[src/rtl/clkmon_pkg.sv]
// Shared types and defaults for the clock period checker.
package clkmon_pkg;

    localparam int unsigned CNT_W_DEF    = 16;
    localparam int unsigned LOCK_CNT_DEF = 8;

    typedef enum logic [1:0] {
        ST_IDLE   = 2'd0,
        ST_ACQ    = 2'd1,
        ST_LOCKED = 2'd2,
        ST_ALARM  = 2'd3
    } chk_state_e;

    function automatic logic [7:0] sat_inc8(input logic [7:0] v);
        return (v == 8'hFF) ? v : (v + 8'd1);
    endfunction

endpackage

[src/rtl/clk_period_meas.sv]
// Edge detector, period counter and timeout detector for the monitored clock.
// The first edge after reset or clear only establishes the reference.
module clk_period_meas
    import clkmon_pkg::*;
#(
    parameter int unsigned CNT_W = CNT_W_DEF
) (
    input  logic             clk,
    input  logic             rst,
    input  logic             clr,
    input  logic             mon_clk,
    input  logic [CNT_W-1:0] cfg_max_per,
    output logic             meas_vld,
    output logic [CNT_W-1:0] meas_val,
    output logic             timeout
);

    localparam logic [CNT_W-1:0] CNT_SAT = {CNT_W{1'b1}};
    localparam logic [CNT_W-1:0] CNT_ONE = {{(CNT_W-1){1'b0}}, 1'b1};

    logic             mon_clk_q;
    logic [CNT_W-1:0] cnt_q;
    logic [CNT_W-1:0] cnt_d;
    logic             first_q;
    logic             first_d;
    logic             armed_q;
    logic             armed_d;
    logic             edge_s;
    logic             at_lim_s;

    assign edge_s   = mon_clk & ~mon_clk_q;
    // Compared one bit wider so a max of all-ones can never time out.
    assign at_lim_s = ({1'b0, cnt_q} == ({1'b0, cfg_max_per} + {{CNT_W{1'b0}}, 1'b1}));
    assign meas_val = cnt_q;

    // Next-state of counter, reference flag and timeout arming.
    always_comb begin
        cnt_d    = cnt_q;
        first_d  = first_q;
        armed_d  = armed_q;
        meas_vld = 1'b0;
        timeout  = 1'b0;
        if (clr) begin
            cnt_d   = {CNT_W{1'b0}};
            first_d = 1'b1;
            armed_d = 1'b1;
        end else if (edge_s) begin
            cnt_d    = CNT_ONE;
            first_d  = 1'b0;
            armed_d  = 1'b1;
            meas_vld = ~first_q;
        end else begin
            if (cnt_q != CNT_SAT) begin
                cnt_d = cnt_q + CNT_ONE;
            end else begin
                cnt_d = cnt_q;
            end
            if (armed_q && at_lim_s) begin
                timeout = 1'b1;
                armed_d = 1'b0;
            end else begin
                armed_d = armed_q;
            end
        end
    end

    // Measurement state registers.
    always_ff @(posedge clk) begin
        if (rst) begin
            mon_clk_q <= 1'b0;
            cnt_q     <= {CNT_W{1'b0}};
            first_q   <= 1'b1;
            armed_q   <= 1'b1;
        end else begin
            mon_clk_q <= mon_clk;
            cnt_q     <= cnt_d;
            first_q   <= first_d;
            armed_q   <= armed_d;
        end
    end

endmodule

[config.mk]
export PLATFORM = sky130hd
export DESIGN_NAME = clk_period_meas
export DESIGN_NICKNAME = d
export VERILOG_FILES = /design/src/rtl/clkmon_pkg.sv /design/src/rtl/clk_period_meas.sv
export SDC_FILE = /design/constraint.sdc
export NUM_CORES = 1
export LEC_CHECK = 0
export CORE_MARGIN = 2
export CORE_UTILIZATION = 54
export CTS_BUF_LIST = sky130_fd_sc_hd__clkbuf_4
export DETAILED_ROUTE_END_ITERATION = 8
export GPL_TIMING_DRIVEN = 1
export PLACE_DENSITY = 0.87
export SYNTH_ARGS = -nofsm -noshare
export SYNTH_HDL_FRONTEND = slang
export SYNTH_SLANG_ARGS = --single-unit
[constraint.sdc]
create_clock -name clk -period 4.2 [get_ports clk]
set_clock_uncertainty 0.05 [all_clocks]
set_input_delay 0.84 -clock clk [delete_from_list [all_inputs] [get_ports clk]]
set_output_delay 0.84 -clock clk [all_outputs]
set_load 0.1 [all_outputs]
==> flow_summary.toml <==
[setup_path]
cp_max_fo = 9
cpMaxStageDelayCell = "clkdlybuf4s50_1"
critPathBufInv = 2
cp.required_ps = 3310
critical_path.cell_chain = "clkdlybuf4s50_1, nand4_1, nor4_1, xnor2_1, o2111ai_1, and4b_1, buf_12"
cp.arrival_ps = 3030
worstSetupPathType = "input pin to output pin"
critPathLaunchType = "input pin"
cp_top_family = "simple AND/OR/NAND/NOR gates"
slowest_delay_ps = 660
endpoint_kind = "output pin"

[synth]
ys_warn_count = 0
ys_ff_latch = 19
syn_area_per_cell_um2 = 7.58
ys_top_cells_by_count = "25 x nor2_1, 19 x dfxtp_1, 16 x nand2_1, 15 x xor2_1, 14 x xnor2_1"
synth_compound_area_share_pct = 14.1
synth_ff_type = "dfxtp_1"
syn_inst = 193
synth.area.top_cells = "dfxtp_1 26%, xor2_1 9.0%, xnor2_1 8.4%"
synth_xor_area_share_pct = 17.4
synth_fa_ha_area_share_pct = 1.71
synth-async-reset-ratio_pct = 0
synth_area_um2 = 1460
synth_fp_nets = 215
post-synth-top-area-fraction_pct = 26.0
yosysTopAreaCell = "dfxtp_1"
synth_top_family_by_area = "simple AND/OR/NAND/NOR gates"
synthMuxAreaShare_pct = 0
yosysSeqAreaShare_pct = 26.0
synth_most_common_cell = "nor2_1"
yosys.area_share.simple_pct = 37.9
synth_edf_count = 0
synth_cell_types = 45

[global_route]
grt_pass1_wl_um = 6560
busiest_layer = "met2"
track_usage_pct = 25.6
use_met2_pct = 43.7
met3_usage_pct = 2.79
grt_start_max_net_pins = 18
globalRouteMet1Util_pct = 31.8
grt_overflow = 0
antenna_found_initial = 0
grt_pass1_vias = 1487

[floorplanning]
start_util_pct = 58.0
dieHeight_um = 56.1
dieArea_um2 = 3140
core_area_um2 = 2520
io_pins = 38
die_w_um = 56.1
rows = 18

[cells_and_area]
fin_area_um2 = 1880
drive_gt1_share_pct = 6.17
nets = 250
diodes = 0
area_delta_synth_final_pct = 28.5
fillers = 197
utilization_pct = 74.6

[drt]
totalWireLength_um = 3990
drc = 0
drt_iter0_markers = 64
vias = 1606
wire_per_inst_um = 15.5
viasPerCell = 6.25
drt.antenna.violating_nets = 0
drtPass1Iterations = 5

[place]
portBuffers = 37
dp_hpwl_um = 3130
dp_slack_ps = 178
gp_congestion = 0.914
detailed_place.area_um2 = 1850

[timing]
hold_viol_final = 0
maxSlewHeadroom_pct = 34.9
tightest_slew_ps = 974
slew_violations = 0
final.setup.worst_slack_ps = 276
setup_viol = 0
fmax_ghz = 0.255
rsz0062_at_grt = "no"
period_minus_slack_ps = 3920
finalSetupTns_ps = 0
fin_crit_sh_pct = 93.4

[clock_tree]
numCtsBuffers = 3
cts_num_sinks = 19
clock_latency_ps = 310
cts_buffer_depth = 2
clk_root_buffer_cell = "clkbuf_4"
ctsHoldBuffers = 0
cts_tree = "built"
htreeDepth = 1
clkTransAtPathRegs_ps = 100

[pwr]
p_per_area_nw_per_um2 = 193
leakagePower_nw = 0.634
vdd_ir_drop_max_uv = 199

[flow_run]
cap_viol_max_count = 0

[min_path]
worstHoldPathType = "register to register"

[outcome]
status = "complete, no violations"
-- placed cells by master, fill, tap and decap left out, types with 2 or more instances in the layout --
cell type | netlist | routed
ha_1 | 2 | 2
and4_1 | 3 | 2
nor2_1 | 25 | 25
nor3_1 | 9 | 9
buf_4 | 0 | 2
nand4b_1 | 2 | 2
a211oi_1 | 3 | 3
nand4_1 | 9 | 9
nor2b_1 | 4 | 4
dfxtp_1 | 19 | 19
and3_1 | 2 | 2
xor2_1 | 15 | 15
and3b_1 | 2 | 2
or3_1 | 3 | 3
a31oi_1 | 2 | 2
nand2_1 | 16 | 16
and2_1 | 3 | 3
nor4_1 | 3 | 3
o21ai_1 | 3 | 3
nand3_1 | 11 | 11
a21oi_1 | 9 | 9
inv_1 | 2 | 2
clkbuf_4 | 0 | 4
o21ai_0 | 4 | 4
clkdlybuf4s50_1 | 0 | 35
xnor2_1 | 14 | 14
-- cell type report --
type	count	area (um2)	area share, %
Clock buffer	4	30.0	1.60
Inverter	2	7.51	0.399
Multi-Input combinational cell	164	1040	55.3
Sequential cell	19	380	20.2
Tap cell	30	37.5	1.99
Timing Repair Buffer	38	385	20.5
-- path summary, 6_finish.rpt --
check	from	to	slack (ps)	depth (start not counted)
setup / recovery	cfg_max_per[7]	timeout	280	7
hold / removal	first_q	first_q	420	2
setup reg to reg	meas_val[6]	meas_val[5]	2130	6
hold reg to reg	first_q	first_q	420	2
-- state kept, by name, indices dropped and copies added, names as in the netlist --
signal	count
mon_clk_q	1
armed_q	1
first_q	1
meas_val	16
-- kinds of logic after synthesis --
logic type	after synthesis
AOI/OAI and AO/OA	32
xor gates and xnor gates	29
adders and majority gates	2
buffers and inverters	10
DFF	19
and+or+nand+nor	101
-- stage by stage --
stage,cells,power [mW],hold slack [ps]
after floorplan,193,0.227,373
after global placement,253,0.259,384
after detailed placement,253,0.261,401
after CTS,257,0.362,420
after global routing,257,0.375,439
final,257,0.362,423
-- worst reg2reg max path: cells and delay by family, from the launching register on --
| family | cells | cell delay [ps] |
|---|---|---|
| xor gates and xnor gates | 1 | 150 |
| and+or+nand+nor | 5 | 1220 |
| DFF | 1 | 530 |
-- routing by layer --
metal | vias up | part of all wire, %
li1 | 770 | -
met3 | 15 | 5.9
met4 | 0 | 3.0
met2 | 64 | 50
met5 | - | 0
met1 | 757 | 41
-- what timing repair did --
action                                  CTS  global route
resized for setup                         0             1
endpoints found under the setup margin    0             1
setup buffers                             0             0
-- power by group --
| part | switching (mW) | internal (mW) |
|---|---|---|
| Clock | 0.0606 | 0.0436 |
| Sequential | 0.00174 | 0.182 |
| Combinational | 0.0410 | 0.0335 |
| Total | 0.103 | 0.259 |
(Power assumes the default switching activity.)
